$ cat src/rtl/bnnroll_pkg.sv
// Shared state encoding and width helpers for the rolled BNN classifier control path.
// Pure declarations: no timing, no flow control.
package bnnroll_pkg;

  typedef enum logic [1:0] {
    ST_IDLE = 2'd0,
    ST_HID  = 2'd1,
    ST_CLS  = 2'd2,
    ST_DONE = 2'd3
  } state_e;

  // Index widths never collapse to zero bits, even for a single-entry range.
  function automatic int clog2_min1(input int n);
    return (n > 1) ? $clog2(n) : 1;
  endfunction

  // Class score is a popcount over all hidden bits, so it must hold HIDDEN_CNT itself.
  function automatic int sum_bits(input int hidden_cnt);
    return clog2_min1(hidden_cnt + 1);
  endfunction

endpackage

$ cat src/rtl/bnnroll_argmax_tracker.sv
// Running argmax over serially presented class scores; strict greater-than so ties keep the lowest index.
// Best values include the current cycle's score combinationally; state updates on the same edge.
module bnnroll_argmax_tracker #(
  parameter int IDX_W   = 3,
  parameter int SCORE_W = 6
) (
  input  logic               clk,
  input  logic               rst,
  input  logic               en_i,
  input  logic               first_i,
  input  logic [IDX_W-1:0]   idx_i,
  input  logic [SCORE_W-1:0] score_i,
  output logic [IDX_W-1:0]   best_idx_o,
  output logic [SCORE_W-1:0] best_score_o
);

  logic [IDX_W-1:0]   best_idx_q, best_idx_d;
  logic [SCORE_W-1:0] best_score_q, best_score_d;

  always_comb begin
    best_idx_d   = best_idx_q;
    best_score_d = best_score_q;
    if (en_i && (first_i || (score_i > best_score_q))) begin
      best_idx_d   = idx_i;
      best_score_d = score_i;
    end
  end

  always_ff @(posedge clk or posedge rst) begin
    if (rst) begin
      best_idx_q   <= '0;
      best_score_q <= '0;
    end else begin
      best_idx_q   <= best_idx_d;
      best_score_q <= best_score_d;
    end
  end

  assign best_idx_o   = best_idx_d;
  assign best_score_o = best_score_d;

endmodule

$ cat src/rtl/bnnroll_seq_ctrl.sv
// Sequences the rolled BNN datapath: one hidden neuron per cycle, then one class per cycle with argmax.
// Result valid HIDDEN_CNT+CLASS_CNT+1 cycles after accept; out_valid holds until out_ready, one sample in flight.
module bnnroll_seq_ctrl
  import bnnroll_pkg::*;
#(
  parameter  int HIDDEN_CNT = 40,
  parameter  int CLASS_CNT  = 6,
  localparam int SUM_BITS   = sum_bits(HIDDEN_CNT),
  localparam int HID_W      = clog2_min1(HIDDEN_CNT),
  localparam int CLS_W      = clog2_min1(CLASS_CNT)
) (
  input  logic                clk,
  input  logic                rst,
  input  logic                in_valid,
  output logic                in_ready,
  output logic                feat_load,
  output logic                hid_en,
  output logic [HID_W-1:0]    hid_idx,
  output logic                cls_en,
  output logic [CLS_W-1:0]    cls_idx,
  input  logic [SUM_BITS-1:0] cls_score,
  output logic [CLS_W-1:0]    prediction,
  output logic                out_valid,
  input  logic                out_ready,
  output logic                busy
);

  localparam logic [HID_W-1:0] HID_LAST = HID_W'(HIDDEN_CNT - 1);
  localparam logic [CLS_W-1:0] CLS_LAST = CLS_W'(CLASS_CNT - 1);

  state_e              state_q, state_d;
  logic [HID_W-1:0]    hid_idx_q, hid_idx_d;
  logic [CLS_W-1:0]    cls_idx_q, cls_idx_d;
  logic [CLS_W-1:0]    prediction_q, prediction_d;
  logic                feat_load_q, feat_load_d;
  logic [CLS_W-1:0]    best_idx;
  logic [SUM_BITS-1:0] best_score_unused;

  // The running best score only matters inside the tracker; the top consumes the index.
  bnnroll_argmax_tracker #(
    .IDX_W   (CLS_W),
    .SCORE_W (SUM_BITS)
  ) u_argmax (
    .clk          (clk),
    .rst          (rst),
    .en_i         (state_q == ST_CLS),
    .first_i      (cls_idx_q == '0),
    .idx_i        (cls_idx_q),
    .score_i      (cls_score),
    .best_idx_o   (best_idx),
    .best_score_o (best_score_unused)
  );

  always_comb begin
    state_d      = state_q;
    hid_idx_d    = hid_idx_q;
    cls_idx_d    = cls_idx_q;
    prediction_d = prediction_q;
    feat_load_d  = 1'b0;
    case (state_q)
      ST_IDLE: begin
        if (in_valid) begin
          state_d     = ST_HID;
          feat_load_d = 1'b1;
        end
      end
      ST_HID: begin
        if (hid_idx_q == HID_LAST) begin
          hid_idx_d = '0;
          state_d   = ST_CLS;
        end else begin
          hid_idx_d = hid_idx_q + HID_W'(1);
        end
      end
      ST_CLS: begin
        if (cls_idx_q == CLS_LAST) begin
          cls_idx_d    = '0;
          state_d      = ST_DONE;
          // best_idx already folds in the last class's comparison.
          prediction_d = best_idx;
        end else begin
          cls_idx_d = cls_idx_q + CLS_W'(1);
        end
      end
      ST_DONE: begin
        if (out_ready) state_d = ST_IDLE;
      end
      default: state_d = ST_IDLE;
    endcase
  end

  always_ff @(posedge clk or posedge rst) begin
    if (rst) begin
      state_q      <= ST_IDLE;
      hid_idx_q    <= '0;
      cls_idx_q    <= '0;
      prediction_q <= '0;
      feat_load_q  <= 1'b0;
    end else begin
      state_q      <= state_d;
      hid_idx_q    <= hid_idx_d;
      cls_idx_q    <= cls_idx_d;
      prediction_q <= prediction_d;
      feat_load_q  <= feat_load_d;
    end
  end

  assign in_ready   = (state_q == ST_IDLE);
  assign busy       = (state_q != ST_IDLE);
  assign hid_en     = (state_q == ST_HID);
  assign cls_en     = (state_q == ST_CLS);
  assign out_valid  = (state_q == ST_DONE);
  assign feat_load  = feat_load_q;
  assign hid_idx    = hid_idx_q;
  assign cls_idx    = cls_idx_q;
  assign prediction = prediction_q;

endmodule

$ cat config.mk
export PLATFORM = sky130hd
export DESIGN_NAME = bnnroll_seq_ctrl
export DESIGN_NICKNAME = d
export VERILOG_FILES = /design/src/rtl/bnnroll_pkg.sv /design/src/rtl/bnnroll_argmax_tracker.sv /design/src/rtl/bnnroll_seq_ctrl.sv
export SDC_FILE = /design/constraint.sdc
export NUM_CORES = 1
export LEC_CHECK = 0
export CAP_MARGIN = 25
export CORE_AREA = 3 3 42 81
export DETAILED_ROUTE_END_ITERATION = 10
export DIE_AREA = 0 0 45 84
export GPL_TIMING_DRIVEN = 1
export HOLD_SLACK_MARGIN = 0.02
export PLACE_DENSITY = 0.7
export SLEW_MARGIN = 10
export SYNTH_ARGS = -nofsm -noshare
export SYNTH_HDL_FRONTEND = slang
export SYNTH_SLANG_ARGS = --single-unit
$ cat constraint.sdc
create_clock -name clk -period 1.7 [get_ports clk]
set_input_delay 0.34 -clock clk [delete_from_list [all_inputs] [get_ports clk]]
set_output_delay 0.34 -clock clk [all_outputs]
set_load 0.02 [all_outputs]
==> impl_metrics.toml, run 1 <==
[finish]
syn2layout_area_growth_pct = 54.6
fillers = 229
drive_gt1_share_pct = 32.6
final_cells = 201
fin_nets = 195
antenna_cells = 0

[sta]
final_max_slew_viol_count = 0
setup_tns_ps = -181
period_needed_ps = 1760
final.period_utilization_pct = 104
finalSetupViolations = 3
hold_viol_final = 0
skew_ps = 7.50
fmax_mhz = 567
finalWorstSetupSlack_ps = -64.7
worstMarginPinSlew_ps = 339
max-slew-margin-rel_pct = 77.2
rsz0062_at_grt = "yes"

[power]
ir_worst_vdd_mv = 0.819
p_leak_nw = 0.955
powerDensity_nw_per_um2 = 1210

[job]
maxCapViolations = 0

[yosys]
ys.flop_type = "dfrtp_1"
syn_area_um2 = 1240
synth_common_cells = "dfrtp_1 (24), nand2_1 (17), inv_1 (13), ha_1 (11), o21ai_0 (8)"
synth_area_leaders = "dfrtp_1 (49%), ha_1 (11%), nand2_1 (5.2%)"
synth.ff_latch_count = 24
syn_inst = 119
ys_types = 31
synth_top_area_share_pct = 48.6
ys_warn_count = 0
synth_edf_count = 0
synthArstFlopShare_pct = 100
yosysTopAreaCell = "dfrtp_1"
ys_seq_area_share_pct = 48.6
synth_most_common_cell = "dfrtp_1"
syn-mean-instance-area_um2 = 10.4
synth_nets = 140

[floorplan]
dieArea_um2 = 3780
pin_count = 28
die_h_um = 84
start_util_pct = 43.6
core_um2 = 2840
rows = 27
die_w_um = 45

[routing]
drt-initial-drc-count = 29
wire_per_inst_um = 14.2
drt-vias-per-instance = 5.33
wirelength_um = 2850
drcViolationCount = 0
ant_nets = 0
vias = 1071
first_pass_iters = 4

[worst_setup_path]
required_ps = 1850
r2r_slack_ps = -60
worst-setup-path-type = "input pin to flop"
cp_data_arrival_time_ps = 1920
critPathCaptureType = "flop"
startpoint_type = "input pin"
critical_path_peak_fanout = 7

[placed_design]
dp.cells = 187
io_buffers = 27
gp_congestion = 0.796
dp_hpwl_um = 2020
post-place-ws_ps = -594

[clock_tree]
cts_root_buf = "clkbuf_8"
cts_tree = "yes"
cts.sinks = 24
clkLatencyLatePin_ps = 260
htreeDepth = 1
clockBufferDepth = 2
cts_buffers = 3
clk_pin_slew_ps = 80

[global_route]
grt_usage_pct = 16.4
antenna_found_initial = 0
grt_first_pass_wirelength_um = 4690
grt_max_degree = 25
grt_pass1_vias = 1096
overflow = 0

[outcome]
violations = "negative setup slack"
outcome = "complete, but fails checks"

[min_path]
hold_path.class = "input pin to async pin"
==> logic make-up (layout without fill, tap and decap cells) <==
group / count (synthesis) / in the layout / share of synthesized area, %
AO/OA/AOI/OAI: 23 / 23 / 13.4
XOR/XNOR: 3 / 3 / 2.13
adder cells (fa/ha/maj): 11 / 11 / 11.1
buffers and inverters: 14 / 67 / 4.56
flip-flops: 24 / 24 / 48.6
multiplexers: 7 / 7 / 6.17
AND/OR/NAND/NOR: 37 / 37 / 14.1
==> what timing repair did <==
action	CTS	global route
setup endpoints to repair	21	16
pin swaps	13	6
gates resized for setup	45	15
hold buffers	0	0
setup buffers	7	3
gates cloned	1	0
==> stage by stage <==
stage / hold slack (ps) / utilization (%) / area, um^2 / power, W
finish: 410 / 67.3 / 1910 / 0.00231
global route: 449 / 67.3 / 1910 / 0.00247
CTS: 427 / 64.9 / 1840 / 0.00222
detailed placement: 463 / 57.6 / 1640 / 0.00166
global placement: 456 / 57.6 / 1640 / 0.00162
floorplan: 355 / - / 1240 / 0.00129
==> registers in the layout, summed over array words and instances (netlist names) <==
name and flops:
state_q 2, u_argmax.best_score_q 6, cls_idx 3, hid_idx 6, feat_load 1, prediction 3
u_argmax.best_idx_q 3
==> path summary, 6_finish.rpt <==
path / start / to / depth (start not counted)
max: cls_score[3] / u_argmax.best_idx_q[1]$_DFF_PP0_ / 7
min: rst / prediction[0]$_DFFE_PP0P_ / 3
max reg2reg: u_argmax.best_score_q[4]$_DFFE_PP0P_ / u_argmax.best_idx_q[1]$_DFF_PP0_ / 6
min reg2reg: u_argmax.best_idx_q[0]$_DFF_PP0_ / u_argmax.best_idx_q[0]$_DFF_PP0_ / 2
max in group asynchronous: rst / hid_idx[4]$_DFFE_PP0P_ / 3
min in group clk: cls_score[0] / u_argmax.best_score_q[0]$_DFFE_PP0P_ / 2
==> worst max-delay path: stages <==
cell	delay, ps
dlygate4sd2_1	280
ha_4	290
buf_6	90
a21oi_2	40
o21a_1	230
a31oi_4	310
mux2_4	340
==> cell type report <==
| cell class | instances | area (um^2) | area share, % |
|---|---|---|---|
| multi-input cells | 81 | 727 | 38.0 |
| flip-flops and latches | 24 | 601 | 31.4 |
| repair buffers | 51 | 457 | 23.9 |
| inverters | 13 | 48.8 | 2.55 |
| clock buffers | 3 | 41.3 | 2.16 |
| well taps | 29 | 36.3 | 1.90 |
==> cells in the final DEF, fill, tap and decap left out, drive strengths merged, types with 3 or more instances in the layout <==
cell,synthesis,layout
dlygate4sd2,0,14
nand4,5,5
buf,1,24
mux2,5,5
dfrtp,24,24
a21oi,3,3
nand2,17,17
nor2,5,5
inv,13,13
clkbuf,0,3
a31oi,3,3
ha,11,11
o21ai,8,8
clkdlybuf4s50,0,10
==> report_power, final <==
part / internal, W / total [W] / switching (W)
clock: 0.000158 / 0.000327 / 0.000169
combinational: 0.000632 / 0.00121 / 0.000580
sequential: 0.000704 / 0.000770 / 0.0000655
total: 0.00149 / 0.00231 / 0.000815
==> per-layer routing <==
| metal | wire length, um | vias up | GRT usage (%) | share of wire, % |
|---|---|---|---|---|
| li1 | - | 525 | - | - |
| met1 | 1070 | 503 | 17.0 | 38 |
| met2 | 1560 | 34 | 29.5 | 55 |
| met3 | 151 | 9 | 2.59 | 5.3 |
| met4 | 64 | 0 | 8.00 | 2.2 |
| met5 | 0 | - | 0 | 0 |
Note: power is estimated with default switching activity, not from simulation.
==> run 2: changes to the inputs <==
--- a/config.mk
+++ b/config.mk
@@ -12,6 +12,8 @@
 export GPL_TIMING_DRIVEN = 1
 export HOLD_SLACK_MARGIN = 0.02
 export PLACE_DENSITY = 0.7
+export RECOVER_POWER = 25
+export REMOVE_ABC_BUFFERS = 1
 export SLEW_MARGIN = 10
 export SYNTH_ARGS = -nofsm -noshare
 export SYNTH_HDL_FRONTEND = slang
==> run 2 against run 1 <==
Against the previous run: the run still ends with negative setup slack left; fmax down 3.3%; register-to-register slack worse by 60 ps; highest routed layer unchanged; non-clock buffer count down 6; first-iteration DRC count down 41%; critical path type is now flop to flop; combinational power about the same; routed wire length up 8.2%; via count down 0.47%; flip-flop and latch count unchanged; clock skew down 2.1 ps.
==> impl_metrics.toml, run 2 (synthesized netlist as in run 1, its figures left out) <==
[finish]
drive_gt1_share_pct = 36.5
layout_common_cells = "dfrtp_1 (24), dlygate4sd2_1 (14), nand2_1 (11), buf_4 (11), inv_1 (8)"
syn2layout_area_growth_pct = 54.8
fin_nets = 189
final_area_um2 = 1910
multiInputGateArea_um2 = 752
fillers = 218
antenna_cells = 0
final_common_cell = "dfrtp_1"
regArea_um2 = 601

[worst_setup_path]
crit_top_cell = "buf_4"
critical_path_peak_fanout = 3
max_stage_delay_ps = 350
required_ps = 1860
worst-setup-path-type = "flop to flop"
crit_family = "buffers and inverters"
path_buf_inv = 3
startpoint_type = "flop"
crit_chain = "inv_2, ha_4, nand4_1, buf_4, o31ai_4, a31oi_4, buf_4, mux2_4"
critPathCaptureType = "flop"
cp_data_arrival_time_ps = 1980
cp_slowest_cell = "dfrtp_1"

[power]
pwr-share-clk_pct = 20.3
power_frac_seq_pct = 31.5
ir_worst_vdd_mv = 0.840
finalPower_w = 0.00250
p_leak_nw = 0.945
powerDensity_nw_per_um2 = 1310
sw_frac_of_total_pct = 34.7
intPower_w = 0.00163
switchingPower_w = 0.000868
pwr-share-comb_pct = 48.2

[sta]
final_max_slew_viol_count = 0
skew_ps = 5.37
final.period_utilization_pct = 107
hold_viol_final = 0
finalSetupViolations = 10
max-slew-margin-rel_pct = 59.7
worstMarginPinSlew_ps = 604
rsz0062_at_grt = "yes"
finalWorstSetupSlack_ps = -124
fmax_mhz = 548
period_needed_ps = 1820

[placed_design]
dpl_cell_area_um2 = 1620
gp_congestion = 0.806
io_buffers = 27
post-place-ws_ps = -544
dp_hpwl_um = 2100

[global_route]
grt_pass1_vias = 1124
grt_first_pass_wirelength_um = 5040
grt_usage_pct = 18.1
antenna_found_initial = 0
grt_max_degree = 25
overflow = 0

[routing]
vias = 1066
wire_per_inst_um = 15.7
met3_length_um = 128
wirelength_um = 3090
drcViolationCount = 0
first_pass_iters = 4
wl_met1_um = 1070
top_layer = "met4"
drt-initial-drc-count = 17
drt-vias-per-instance = 5.44
ant_nets = 0
route.met2.wl_um = 1800

[floorplan]
dieArea_um2 = 3780
rows = 27
die_w_um = 45
core_um2 = 2840
die_h_um = 84
start_util_pct = 43.6
pin_count = 28

[job]
maxCapViolations = 0

[clock_tree]
htreeDepth = 1
cts_root_buf = "clkbuf_8"
cts.sinks = 24
cts_buffers = 3
clk_pin_slew_ps = 90
cts_tree = "yes"
clkLatencyLatePin_ps = 270
clockBufferDepth = 2

[outcome]
outcome = "complete, but fails checks"
violations = "negative setup slack"

[min_path]
hold_path.class = "input pin to flop"
run 2: cell count changes in the layout (fill, tap and decap cells not counted), moves of 2 or more:
cell	previous run	this run
nand2_2	4	6
ha_1	5	2
ha_2	1	3
inv_1	10	8
inv_2	3	5
clkbuf_2	0	3
buf_4	19	11
clkdlybuf4s50_1	10	7
run 2: path summary, 6_finish.rpt:
| check | slack, ps | end | depth (start not counted) | start |
|---|---|---|---|---|
| worst max-delay path | -120 | u_argmax.best_score_q[0]$_DFFE_PP0P_ | 8 | u_argmax.best_score_q[3]$_DFFE_PP0P_ |
| worst min-delay path | 480 | u_argmax.best_score_q[0]$_DFFE_PP0P_ | 2 | cls_score[0] |
| worst max register to register | -120 | u_argmax.best_score_q[0]$_DFFE_PP0P_ | 8 | u_argmax.best_score_q[3]$_DFFE_PP0P_ |
| worst min register to register | 490 | prediction[2]$_DFFE_PP0P_ | 2 | prediction[2]$_DFFE_PP0P_ |
| max in group asynchronous | 650 | state_q[1]$_DFFE_PP0P_ | 3 | rst |
| min in group asynchronous | 650 | prediction[2]$_DFFE_PP0P_ | 3 | rst |
run 2: final cells by class:
type	count	area share (%)
Multi-Input combinational cell	81	39.3
Clock buffer	3	2.16
Clock inverter	1	1.57
Inverter	13	2.55
Sequential cell	24	31.4
Timing Repair Buffer	45	21.1
Tap cell	29	1.90
run 2: power groups by stage:
| stage | clock network [W] | logic (W) | registers, W |
|---|---|---|---|
| final | 0.000509 | 0.00121 | 0.000787 |
| after global routing | 0.000536 | 0.00132 | 0.000802 |
| after CTS | 0.000517 | 0.00101 | 0.000778 |
| after detailed placement | 0 | 0.000862 | 0.000781 |
| after global placement | 0 | 0.000837 | 0.000772 |
| after floorplan | 0 | 0.000454 | 0.000822 |
run 2: stage by stage:
step	hold slack [ps]	TNS, ps	utilization (%)	std cells
final	476	-686	67.4	196
after global routing	491	-1410	67.4	196
after CTS	420	-516	63.2	191
after detailed placement	459	-5600	57.0	185
after global placement	458	-4790	57.0	185
after floorplan	355	-343	-	118
run 2: timing repair:
action / CTS / global route
endpoints found under the hold margin: 0 / 0
gates resized for setup: 47 / 29
buffers inserted: 1 / 5
pin swaps: 7 / 5
endpoints found under the setup margin: 23 / 18
hold buffers: 0 / 0
cloned: 1 / 0
run 2: per-layer routing:
layer  vias to the layer above  track usage, %
met4                         0            10.4
met1                       522            18.5
met5                         -               0
met3                         7            2.81
li1                        511               -
met2                        26            31.9
==> run 3: changes to the inputs <==
--- a/config.mk
+++ b/config.mk
@@ -6,12 +6,13 @@
 export NUM_CORES = 1
 export LEC_CHECK = 0
 export CAP_MARGIN = 25
-export CORE_AREA = 3 3 42 81
+export CORE_AREA = 3 3 41 80
+export CTS_BUF_LIST = sky130_fd_sc_hd__clkbuf_4
 export DETAILED_ROUTE_END_ITERATION = 10
-export DIE_AREA = 0 0 45 84
+export DIE_AREA = 0 0 44 83
 export GPL_TIMING_DRIVEN = 1
 export HOLD_SLACK_MARGIN = 0.02
-export PLACE_DENSITY = 0.7
+export PLACE_DENSITY = 0.77
 export RECOVER_POWER = 25
 export REMOVE_ABC_BUFFERS = 1
 export SLEW_MARGIN = 10
==> run 3 against run 2 <==
Against the previous run: the run still ends with negative setup slack left; critical path depth decreased by 1; combinational power about the same; power decreased by 4.4%; clock skew decreased by 3.4 ps; first-iteration DRC count decreased by 24%; critical path type unchanged.
==> impl_metrics.toml, run 3 (synthesized netlist as in run 1, its figures left out) <==
[outcome]
outcome = "complete, but fails checks"
violations = "negative setup slack"

[floorplan]
pin_count = 28
dieArea_um2 = 3650
die_w_um = 44
start_util_pct = 44.6
die_h_um = 83
rows = 27
core_um2 = 2770

[placed_design]
dp.cells = 186
dp_hpwl_um = 2050
io_buffers = 27
dpl_cell_area_um2 = 1630
gp_congestion = 0.826
post-place-ws_ps = -588

[sta]
max-slew-margin-rel_pct = 60.2
finalWorstSetupSlack_ps = -78.6
period_needed_ps = 1780
hold_viol_final = 0
skew_ps = 1.93
worstMarginPinSlew_ps = 596
rsz0062_at_grt = "yes"
final.period_utilization_pct = 105
fmax_mhz = 562
holdWs_ps = 384
finalSetupViolations = 10
final_max_slew_viol_count = 0

[global_route]
grt_pass1_vias = 1098
overflow = 0
antenna_found_initial = 0
grt_max_degree = 25
grt_usage_pct = 17.6
grt_first_pass_wirelength_um = 4950

[finish]
fillers = 222
final_area_um2 = 1880
drive_gt1_share_pct = 34.9
fin_nets = 191
final_common_cell = "dfrtp_1"
antenna_cells = 0
final_cells = 198
syn2layout_area_growth_pct = 52.4
multiInputGateArea_um2 = 736
layout_common_cells = "dfrtp_1 (24), dlygate4sd2_1 (15), buf_4 (14), nand2_1 (13)"
regArea_um2 = 601

[clock_tree]
cts.sinks = 24
clockBufferDepth = 2
clk_pin_slew_ps = 130
cts_root_buf = "clkbuf_4"
cts_buffers = 3
htreeDepth = 1
hold_buffers = 0
cts_tree = "yes"
clkLatencyLatePin_ps = 330

[worst_setup_path]
crit_chain = "inv_2, ha_4, nand4_1, buf_4, o31ai_4, a31oi_4, mux2_4"
cp_data_arrival_time_ps = 2010
worst-setup-path-type = "flop to flop"
critical_path_peak_fanout = 7
startpoint_type = "flop"
cp_slowest_cell = "dfrtp_1"
critPathCaptureType = "flop"
required_ps = 1930
max_stage_delay_ps = 400

[routing]
drt-vias-per-instance = 5.35
wire_per_inst_um = 15.1
wirelength_um = 2980
drt-initial-drc-count = 13
vias = 1060
drcViolationCount = 0
first_pass_iters = 4
ant_nets = 0

[power]
p_leak_nw = 0.928
ir_worst_vdd_mv = 0.778
finalPower_w = 0.00239
powerDensity_nw_per_um2 = 1270

[min_path]
hold_path.class = "input pin to flop"

[job]
maxCapViolations = 0
-- run 3: cell types whose count changed in the layout (fill, tap and decap cells not counted), moves of 2 or more --
cell / previous run / this run
buf_2: 0 / 2
nand2_1: 11 / 13
nand2_2: 6 / 4
clkbuf_8: 3 / 0
ha_2: 3 / 0
clkbuf_4: 0 / 3
buf_4: 11 / 14
ha_1: 2 / 4
o21ai_2: 5 / 3
clkdlybuf4s50_1: 7 / 4
-- run 3: stage by stage --
stage / setup TNS (ps) / util [%]
6_report: -418 / 68.0
5_1_grt: -1330 / 68.0
4_1_cts: -171 / 65.4
3_5_place_dp: -6020 / 58.7
3_3_place_gp: -5010 / 58.7
2_1_floorplan: -343 / -
-- run 3: layout make-up --
type	count	area share, %
clock buffer	3	1.20
clock inverter	1	1.59
inverter	13	2.59
multi-input combinational	81	39.0
sequential	24	31.9
tap	29	1.93
timing repair buffer	47	21.8
-- run 3: path summary, 6_finish.rpt --
| kind | start | to | slack (ps) | cells past startpoint |
|---|---|---|---|---|
| max in group asynchronous | rst | u_argmax.best_score_q[4]$_DFFE_PP0P_ | 740 | 3 |
| max reg2reg | u_argmax.best_score_q[5]$_DFFE_PP0P_ | u_argmax.best_score_q[0]$_DFFE_PP0P_ | -80 | 7 |
| max | u_argmax.best_score_q[5]$_DFFE_PP0P_ | u_argmax.best_score_q[0]$_DFFE_PP0P_ | -80 | 7 |
| min | cls_score[0] | u_argmax.best_score_q[0]$_DFFE_PP0P_ | 380 | 2 |
| min reg2reg | prediction[2]$_DFFE_PP0P_ | prediction[2]$_DFFE_PP0P_ | 500 | 2 |
| min in group asynchronous | rst | prediction[1]$_DFFE_PP0P_ | 570 | 3 |
-- run 3: what timing repair did --
action | in CTS | in global routing
setup endpoints to repair | 25 | 21
gates resized for setup | 52 | 25
pin swaps | 11 | 5
setup buffers | 4 | 4
-- run 3: per-layer routing --
layer | vias to the layer above | part of all wire [%] | GRT usage, %
li1 | 512 | - | -
met1 | 514 | 34 | 18.6
met2 | 30 | 59 | 32.0
met3 | 4 | 4.8 | 2.82
met4 | 0 | 1.6 | 7.42
met5 | - | 0 | 0
-- run 3: where the power goes --
part	total (W)	switching [W]	internal (W)
Combinational	0.00119	0.000585	0.000607
Sequential	0.000776	0.0000721	0.000703
Clock	0.000424	0.000185	0.000239
Total	0.00239	0.000843	0.00155
-- run 3: critical path, delay by kind of cell (launching register included) --
kind                       cells  cell delay (ps)
and+or+nand+nor                1              130
adders and majority gates      1              210
buffers and inverters          2              230
AOI/OAI and AO/OA              2              380
muxes                          1              340
DFF                            1              400
